$ cat config.mk
export PLATFORM = sky130hd
export DESIGN_NAME = alu_issue_unit
export DESIGN_NICKNAME = d
export VERILOG_FILES = /design/src/rtl/rv32i_types.sv /design/src/rtl/rr_arbiter.sv /design/src/rtl/alu_issue_unit.sv
export SDC_FILE = /design/constraint.sdc
export NUM_CORES = 1
export LEC_CHECK = 0
export CAP_MARGIN = 20
export CORE_AREA = 2 2 376 378
export DETAILED_ROUTE_END_ITERATION = 16
export DIE_AREA = 0 0 378 380
export MAX_ROUTING_LAYER = met4
export PLACE_DENSITY = 0.35
export SYNTH_ARGS = -nofsm -noshare
export SYNTH_HDL_FRONTEND = slang
export SYNTH_SLANG_ARGS = --single-unit
$ cat constraint.sdc
create_clock -name clk -period 5.5 [get_ports clk]
set_input_delay 0.825 -clock clk [delete_from_list [all_inputs] [get_ports clk]]
set_output_delay 0.825 -clock clk [all_outputs]
set_load 0.1 [all_outputs]
$ cat src/rtl/rv32i_types.sv
// Shared types for the ALU issue path.
//   rs_t   : one reservation-station entry as seen by the issue unit
//   sal_t  : per-slot completion record {rdy, tag, data} driven back to the RS
//   alu_ops / cmp_ops : operation encodings for the integer ALU and comparator
package rv32i_types;

  localparam int RS_SIZE = 8;
  localparam int TAG_W   = 4;

  typedef enum logic [2:0] {
    alu_add = 3'b000,
    alu_sll = 3'b001,
    alu_sra = 3'b010,
    alu_sub = 3'b011,
    alu_xor = 3'b100,
    alu_srl = 3'b101,
    alu_or  = 3'b110,
    alu_and = 3'b111
  } alu_ops;

  // slt/sltu are issued as blt/bltu.
  typedef enum logic [2:0] {
    beq  = 3'b000,
    bne  = 3'b001,
    blt  = 3'b100,
    bge  = 3'b101,
    bltu = 3'b110,
    bgeu = 3'b111
  } cmp_ops;

  typedef struct packed {
    logic             valid;
    logic [TAG_W-1:0] tag;
    logic [31:0]      r1;
    logic [31:0]      r2;
    alu_ops           alu_opcode;
    cmp_ops           cmp_opcode;
    logic             is_cmp;
  } rs_t;

  typedef struct packed {
    logic             rdy;
    logic [TAG_W-1:0] tag;
    logic [31:0]      data;
  } sal_t;

endpackage

$ cat src/rtl/rr_arbiter.sv
// Combinational round-robin picker.
//   req_i         : request vector, one bit per slot
//   ptr_i         : highest-priority slot this cycle; search runs upward and wraps
//   grant_idx_o   : first requesting slot at or after ptr_i
//   grant_valid_o : any request present
module rr_arbiter #(
  parameter  int SIZE  = 8,
  localparam int IDX_W = (SIZE > 1) ? $clog2(SIZE) : 1
) (
  input  logic [SIZE-1:0]  req_i,
  input  logic [IDX_W-1:0] ptr_i,
  output logic [IDX_W-1:0] grant_idx_o,
  output logic             grant_valid_o
);

  logic [IDX_W-1:0] cand;

  // Scan from the farthest offset back toward ptr_i so the nearest request wins.
  always_comb begin
    grant_idx_o   = '0;
    grant_valid_o = 1'b0;
    cand          = '0;
    for (int k = SIZE - 1; k >= 0; k--) begin
      cand = IDX_W'((int'(ptr_i) + k) % SIZE);
      if (req_i[cand]) begin
        grant_idx_o   = cand;
        grant_valid_o = 1'b1;
      end
    end
  end

endmodule

$ cat src/rtl/alu_issue_unit.sv
// ALU issue unit: picks one ready RS entry per cycle, runs it through a
// single-cycle ALU/comparator (EX stage) and holds the result in WB until the
// CDB accepts it. The acceptance cycle also pulses done_bus for that slot.
//   clk, rst (async, active-low), flush (sync mispredict clear)
//   rs_data/rs_ready : RS entries and their ready flags
//   cdb_ack          : CDB takes the WB result this cycle
//   cdb_valid/tag/data : WB result (registered)
//   done_bus         : per-slot completion pulse, coincident with cdb_ack
//   busy             : EX or WB occupied
module alu_issue_unit
  import rv32i_types::*;
#(
  parameter int SIZE = RS_SIZE
) (
  input  logic              clk,
  input  logic              rst,
  input  logic              flush,
  input  rs_t               rs_data [SIZE],
  input  logic [SIZE-1:0]   rs_ready,
  input  logic              cdb_ack,
  output logic              cdb_valid,
  output logic [TAG_W-1:0]  cdb_tag,
  output logic [31:0]       cdb_data,
  output sal_t              done_bus [SIZE],
  output logic              busy
);

  localparam int IDX_W = (SIZE > 1) ? $clog2(SIZE) : 1;

  logic [SIZE-1:0]  inflight_q, inflight_d;
  logic [IDX_W-1:0] rr_ptr_q, rr_ptr_d;
  rs_t              ex_ent_q, ex_ent_d;   // ex_ent_q.valid is the EX occupancy flag
  logic [IDX_W-1:0] ex_idx_q, ex_idx_d;
  logic             wb_valid_q, wb_valid_d;
  logic [IDX_W-1:0] wb_idx_q, wb_idx_d;
  logic [TAG_W-1:0] wb_tag_q, wb_tag_d;
  logic [31:0]      wb_data_q, wb_data_d;

  logic [SIZE-1:0]  entry_valid, eligible;
  logic [IDX_W-1:0] grant_idx;
  logic             grant_valid;
  logic             wb_free, ex_free, issue, retire;
  logic [31:0]      alu_res, ex_result;
  logic             cmp_res;
  logic [4:0]       shamt;

  always_comb begin
    for (int i = 0; i < SIZE; i++) entry_valid[i] = rs_data[i].valid;
  end

  // A slot already in EX/WB stays masked until its done pulse.
  assign eligible = rs_ready & entry_valid & ~inflight_q;

  rr_arbiter #(.SIZE(SIZE)) u_arb (
    .req_i         (eligible),
    .ptr_i         (rr_ptr_q),
    .grant_idx_o   (grant_idx),
    .grant_valid_o (grant_valid)
  );

  assign wb_free = ~wb_valid_q | cdb_ack;
  assign ex_free = ~ex_ent_q.valid | wb_free;
  assign issue   = grant_valid & ex_free & ~flush;
  assign retire  = wb_valid_q & cdb_ack & ~flush;

  assign shamt = ex_ent_q.r2[4:0];

  always_comb begin
    alu_res = '0;
    cmp_res = 1'b0;
    case (ex_ent_q.alu_opcode)
      alu_add: alu_res = ex_ent_q.r1 + ex_ent_q.r2;
      alu_sub: alu_res = ex_ent_q.r1 - ex_ent_q.r2;
      alu_sll: alu_res = ex_ent_q.r1 << shamt;
      alu_srl: alu_res = ex_ent_q.r1 >> shamt;
      alu_sra: alu_res = unsigned'($signed(ex_ent_q.r1) >>> shamt);
      alu_xor: alu_res = ex_ent_q.r1 ^ ex_ent_q.r2;
      alu_or:  alu_res = ex_ent_q.r1 | ex_ent_q.r2;
      alu_and: alu_res = ex_ent_q.r1 & ex_ent_q.r2;
      default: alu_res = '0;
    endcase
    case (ex_ent_q.cmp_opcode)
      beq:     cmp_res = (ex_ent_q.r1 == ex_ent_q.r2);
      bne:     cmp_res = (ex_ent_q.r1 != ex_ent_q.r2);
      blt:     cmp_res = ($signed(ex_ent_q.r1) <  $signed(ex_ent_q.r2));
      bge:     cmp_res = ($signed(ex_ent_q.r1) >= $signed(ex_ent_q.r2));
      bltu:    cmp_res = (ex_ent_q.r1 <  ex_ent_q.r2);
      bgeu:    cmp_res = (ex_ent_q.r1 >= ex_ent_q.r2);
      default: cmp_res = 1'b0;
    endcase
  end

  assign ex_result = ex_ent_q.is_cmp ? {31'b0, cmp_res} : alu_res;

  always_comb begin
    ex_ent_d   = ex_ent_q;
    ex_idx_d   = ex_idx_q;
    wb_valid_d = wb_valid_q;
    wb_idx_d   = wb_idx_q;
    wb_tag_d   = wb_tag_q;
    wb_data_d  = wb_data_q;
    inflight_d = inflight_q;
    rr_ptr_d   = rr_ptr_q;
    if (flush) begin
      ex_ent_d.valid = 1'b0;
      wb_valid_d     = 1'b0;
      inflight_d     = '0;
    end else begin
      if (wb_free) begin
        wb_valid_d = ex_ent_q.valid;
        if (ex_ent_q.valid) begin
          wb_idx_d  = ex_idx_q;
          wb_tag_d  = ex_ent_q.tag;
          wb_data_d = ex_result;
        end
      end
      if (issue) begin
        ex_ent_d = rs_data[grant_idx];
        ex_idx_d = grant_idx;
        rr_ptr_d = (grant_idx == IDX_W'(SIZE - 1)) ? '0 : grant_idx + 1'b1;
      end else if (wb_free) begin
        ex_ent_d.valid = 1'b0;
      end
      // Retiring and issuing slots are always different: issue requires ~inflight.
      if (retire) inflight_d[wb_idx_q]  = 1'b0;
      if (issue)  inflight_d[grant_idx] = 1'b1;
    end
  end

  always_ff @(posedge clk or negedge rst) begin
    if (!rst) begin
      inflight_q <= '0;
      rr_ptr_q   <= '0;
      ex_ent_q   <= '0;
      ex_idx_q   <= '0;
      wb_valid_q <= 1'b0;
      wb_idx_q   <= '0;
      wb_tag_q   <= '0;
      wb_data_q  <= '0;
    end else begin
      inflight_q <= inflight_d;
      rr_ptr_q   <= rr_ptr_d;
      ex_ent_q   <= ex_ent_d;
      ex_idx_q   <= ex_idx_d;
      wb_valid_q <= wb_valid_d;
      wb_idx_q   <= wb_idx_d;
      wb_tag_q   <= wb_tag_d;
      wb_data_q  <= wb_data_d;
    end
  end

  // Done pulse is combinational on cdb_ack so the RS frees the slot in the retire cycle.
  always_comb begin
    for (int i = 0; i < SIZE; i++) begin
      done_bus[i] = '0;
      if (retire && (wb_idx_q == IDX_W'(i))) begin
        done_bus[i].rdy  = 1'b1;
        done_bus[i].tag  = wb_tag_q;
        done_bus[i].data = wb_data_q;
      end
    end
  end

  assign cdb_valid = wb_valid_q;
  assign cdb_tag   = wb_tag_q;
  assign cdb_data  = wb_data_q;
  assign busy      = ex_ent_q.valid | wb_valid_q;

endmodule

; Word-level counts from Yosys, hierarchy flattened
; Index checks and enable logic that the tools add are counted.
[word_totals]
regBits = 130
out_inout_bits = 334
in_bits = 620
word_cells = 163
[classes]
bitwise_logic = 20
n_eq_ne = 22
n_lt_le_gt_ge = 17
n_reduce_logical = 17
n_shift = 3
n_addsub = 10
muxes = 60
[ops]
columns = cell, n
row1 = 37-bit two-way mux, 8
row2 = 32-bit one-hot mux with 8 select lines, 1
row3 = 76-bit binary-select mux with 3-bit select, 1
row4 = 76-bit two-way mux, 2
row5 = 32-bit >= comparator, 2
row6 = 32-bit less-than comparator, 2
row7 = 3-bit by 4-bit less-than comparator with 1-bit output (second input constant), 10
row8 = 3-bit equality test (second input constant), 13
row9 = 32-bit adder, 1
row10 = 32-bit bitwise AND, 1
row11 = 32-bit equality test, 1
row12 = 32-bit two-way mux, 1
row13 = 8-bit two-way mux, 4
row14 = 32-bit != test, 1
row15 = 32-bit bitwise OR, 1
row16 = 32-bit by 5-bit << shifter with 32-bit output, 1
row17 = 32-bit by 5-bit >> shifter with 32-bit output, 1
row18 = 32-bit by 5-bit >>> shifter with 32-bit output, 1
row19 = 32-bit subtractor, 1
row20 = 32-bit XOR, 1
row21 = 3-bit two-way mux, 9
row22 = 8-bit bitwise AND, 3
row23 = 1-bit binary-select mux with 3-bit select, 8
row24 = 1-bit two-way mux, 23
row25 = 21 further kinds, 52

; Logic depth before layout (Yosys ltp)
[logic_depth]
ltp_word = 19
mapped_depth = 18
mapped_depth_nobuf = 15

; By module
; A second synthesis with hierarchy kept.
[hier_totals]
hier_cells = 2783
hier_area_um2 = 21181.6
[modules_own_cells]
columns = mod, seq_area_each_um2, cells_per_inst, area_each_um2, n_inst
row1 = alu_issue_unit, 3253.1, 2693, 20399.6, 1
row2 = rr_arbiter, 0.0, 90, 782.0, 1

; Least setup slack after synthesis
; No wires, ideal clock.
[synth_timing]
path_type = reg2out
from = register wb_valid_q, in the netlist cdb_valid
to = output done_bus[138] (netlist name)
path_stages_with_launch = 7
n_path_buf = 2
t_arrival_ns = 3.691
path_slack_ns = 0.984
required_ns = 4.675
cell_sequence = dfrtp_1 nand2_1 or3_1 clkbuf_1 nor2_1 clkbuf_1 and2_1
[synth_lines]
columns = element, line
row1 = "start, declared", alu_issue_unit.sv:34  ; logic wb_valid_q, wb_valid_d;
row2 = "start signal, assigned", alu_issue_unit.sv:145  ; wb_valid_q <= wb_valid_d;
row3 = "end, declared", alu_issue_unit.sv:24  ; output sal_t done_bus [SIZE],

; Final worst setup path
[layout_timing]
from = register rr_ptr_q[0]
to = register ex_ent_q[46] (netlist name)
[layout_via]
elab_chain_len = 15
[layout_rtl]
columns = element, line
row1 = "start, declared", alu_issue_unit.sv:31  ; logic [IDX_W-1:0] rr_ptr_q, rr_ptr_d;
row2 = "start signal, assigned", alu_issue_unit.sv:142  ; rr_ptr_q <= rr_ptr_d;
row3 = 3-bit adder, rr_arbiter.sv:24  ; cand = IDX_W'((int'(ptr_i) + k) % SIZE);
row4 = 1-bit binary-select mux with 3-bit select, rr_arbiter.sv:25  ; if (req_i[cand]) begin
row5 = 1-bit two-way mux (not written as such), rr_arbiter.sv:25
row6 = 3-bit two-way mux (8 in series), rr_arbiter.sv:25
row7 = 3-bit NOT with 4-bit output (not written as such), alu_issue_unit.sv:118  ; ex_ent_d = rs_data[grant_idx];
row8 = 76-bit binary-select mux with 3-bit select, alu_issue_unit.sv:118
row9 = 76-bit two-way mux (not written as such) (2 in series), alu_issue_unit.sv:118
row10 = "end signal, assigned", alu_issue_unit.sv:143  ; ex_ent_q <= ex_ent_d;
row11 = "end, declared", alu_issue_unit.sv:32  ; rs_t ex_ent_q, ex_ent_d;
; Several ways; a longest one is shown, not always the timed one. The select of a mux whose other input is x is not followed.
; A chain may end at the register's enable or synchronous reset.

==> flow_summary.toml <==
[route]
wl_per_cell_um = 27.6
drt-initial-drc-count = 1799
drtAntennaViolNets = 0
wirelength_um = 145000
drc = 0
routed_via_density = 4.47
num_vias = 23453
firstDrtPassIters = 5

[timing]
tns_ns = 0
tightest_slew_ns = 1.09
max_freq_mhz = 222
fin_crit_sh_pct = 82.0
finalMaxSlewViolations = 0
relSlewSlack_pct = 26.9
min_period_ns = 4.51
hold_viol = 0
report.final.setup_viol = 0
rsz0062_at_grt = "no"
fin_skew_ns = 0.0292

[die]
rows = 137
die_area_mm2 = 0.144
core-area_mm2 = 0.139
io_pins = 954
initial_utilization_pct = 14.7
die_y_um = 380
die_w_um = 378

[cts]
holdBufCountCts = 0
clkLatencyLatePin_ns = 0.51
cts_sinks = 130
cts_setup_buffers = 0
cts_buffer_depth = 2
cts_tree = "done"
root_buffer = "clkbuf_16"
htree_levels = 4
clk_pin_slew_worst_paths_ns = 0.10
cts_buffers = 17
cts_resized = 0

[logic_synthesis]
yosysUniqueCellTypes = 86
syn_nets = 3177
synth-seq-cells = 130
synth.cell_area_mm2 = 0.0205
synth_cells = 2456
synth_top_flop_cell = "dfrtp_1"
ys_async_sr_fraction_pct = 100
synth_edf_count = 0
yosysSeqAreaShare_pct = 15.9
postSynthAreaPerCell_um2 = 8.35
synth_warnings = 0

[setup_path]
crit_type = "flop to flop"
worst_setup_path_start_kind = "flop"
crit_required_ns = 5.89
crit_arrival_ns = 4.90
endpoint_kind = "flop"
cp_max_fo = 32

[power_and_ir_drop]
p_per_area_mw_per_mm2 = 855
vdd_drop_max_mv = 0.563
leakage_nw = 13.5

[grt]
grt-ovfl-total = 0
grt_start_max_net_pins = 83
grt_usage_pct = 20.1
first_global_vias = 23753
grt_pass1_wl_um = 198000
antenna_found_initial = 19

[layout]
finalInstanceArea_mm2 = 0.0327
syn_to_final_growth_pct = 59.2
final_nets = 4074
regArea_mm2 = 0.00326
multiInputGateArea_mm2 = 0.0159
drive_gt1_share_pct = 20.8
fillCellCount = 15389

[placement]
gp_congestion = 0.958
placed_cell_area_mm2 = 0.0320
dp_hpwl_um = 122000
io_buffers = 953

[job]
cap_viol_max_count = 0

[run_status]
status = "completed"

[hold_path]
hold_class = "input port to async pin"
## where the power goes
part / internal [mW] / leakage, nW / switching (mW)
Combinational: 10.1 / 11.7 / 14.0
Clock: 0.645 / 0.287 / 0.643
Sequential: 1.46 / 1.54 / 1.08
Total: 12.2 / 13.5 / 15.7
## sequential cells by signal, indices dropped and copies added, names as in the netlist
signal	flops
ex_idx_q	3
cdb_tag	4
ex_ent_q	76
wb_idx_q	3
rr_ptr_q	3
cdb_data	32
inflight_q	8
cdb_valid	1
## layer usage
layer	vias up	global-route usage [%]	routed length (µm)
met2	977	35.5	74800
met5	-	-	0
met1	11649	24.4	60300
li1	10752	-	-
met4	0	3.71	2310
met3	75	2.73	7650
## synth_stat cells (8+ instances only)
library cell,n,area (µm²)
clkbuf_1,139,522
a21o_1,21,158
a211o_1,11,96.3
mux2i_1,156,1560
buf_2,24,120
o21ai_0,165,826
o211ai_1,17,128
o22ai_1,22,138
nor2b_1,10,62.6
a211oi_1,22,165
buf_1,26,97.6
or3_1,14,87.6
nand3_1,16,80.1
dfrtp_1,130,3250
o31ai_1,15,113
o21bai_1,16,120
nor3_1,19,95.1
nor2_1,278,1040
buf_6,15,169
ha_1,99,1240
and2_1,294,1840
xor2_1,10,87.6
xnor2_1,43,377
inv_1,110,413
a32o_1,8,80.1
nand2b_1,24,150
a22oi_1,11,82.6
mux4_2,169,3810
buf_4,8,60.1
o221ai_1,11,96.3
nand2_1,115,432
a21oi_1,248,1240
a22o_1,19,166
mux2_2,21,236
## logic make-up (layout without fill, tap and decap cells)
kind of cell / Yosys count / count (layout) / synth area share (%)
adders and majority gates: 101 / 101 / 6.23
buffers and inverters: 331 / 1241 / 6.90
muxes: 350 / 350 / 27.8
other: 0 / 10 / 0
DFF: 130 / 130 / 15.9
xor gates and xnor gates: 55 / 55 / 2.48
AOI/OAI and AO/OA: 676 / 676 / 20.5
and+or+nand+nor: 813 / 813 / 20.2
## cell type report
class	count	area share (%)
diodes	10	0.0766
clock buffers	17	1.30
clock inverters	15	0.517
inverters	119	1.37
multi-input cells	1995	48.8
flip-flops and latches	130	9.97
well taps	1876	7.19
repair buffers	1090	30.8
## through the flow
stage	power, mW	utilization, %	cells	setup WS, ns	hold WS (ns)
finish	27.9	23.5	5252	0.989	0.257
global route	29.8	23.5	5246	0.704	0.287
CTS	28.1	23.5	5242	0.970	0.272
detailed placement	26.7	23.0	5210	0.816	0.482
global placement	26.7	23.0	5210	0.812	0.468
floorplan	18.4	-	2456	0.984	0.465
## placed cells by master, fill, tap and decap left out, types with 99 or more instances in the layout
| cell type | instances |
|---|---|
| nor2_1 | 269 |
| mux2i_1 | 156 |
| inv_1 | 110 |
| mux4_2 | 169 |
| o21ai_0 | 165 |
| nand2_1 | 115 |
| and2_1 | 294 |
| clkdlybuf4s50_1 | 656 |
| buf_4 | 415 |
| a21oi_1 | 248 |
| ha_1 | 99 |
| dfrtp_1 | 127 |
## final timing paths
check | from | endpoint | slack, ns | cells after the start
min | rst | ex_ent_q[63] | 0.26 | 1
max | rr_ptr_q[0] | ex_ent_q[46] | 0.99 | 15
max reg2reg | rr_ptr_q[0] | ex_ent_q[46] | 0.99 | 15
min in group clk | wb_idx_q[0] | wb_idx_q[0] | 0.51 | 2
max in group asynchronous | rst | cdb_data[20] | 4.30 | 2
min reg2reg | wb_idx_q[0] | wb_idx_q[0] | 0.51 | 2
## worst max-delay path, stage by stage, from the launching register on
cell and delay, ns:
dfrtp_1 0.39, inv_2 0.25, ha_1 0.25, xor2_2 0.50, mux4_2 0.64, a21bo_1 0.22, nand2_1 0.09, o211ai_2 0.09
o221ai_1 0.27, nand2b_1 0.16, a22o_4 0.25, buf_12 0.25, buf_4 0.29, mux4_2 0.38, mux2i_1 0.16, a21oi_1 0.09
Power figures use the tool's default switching activity.
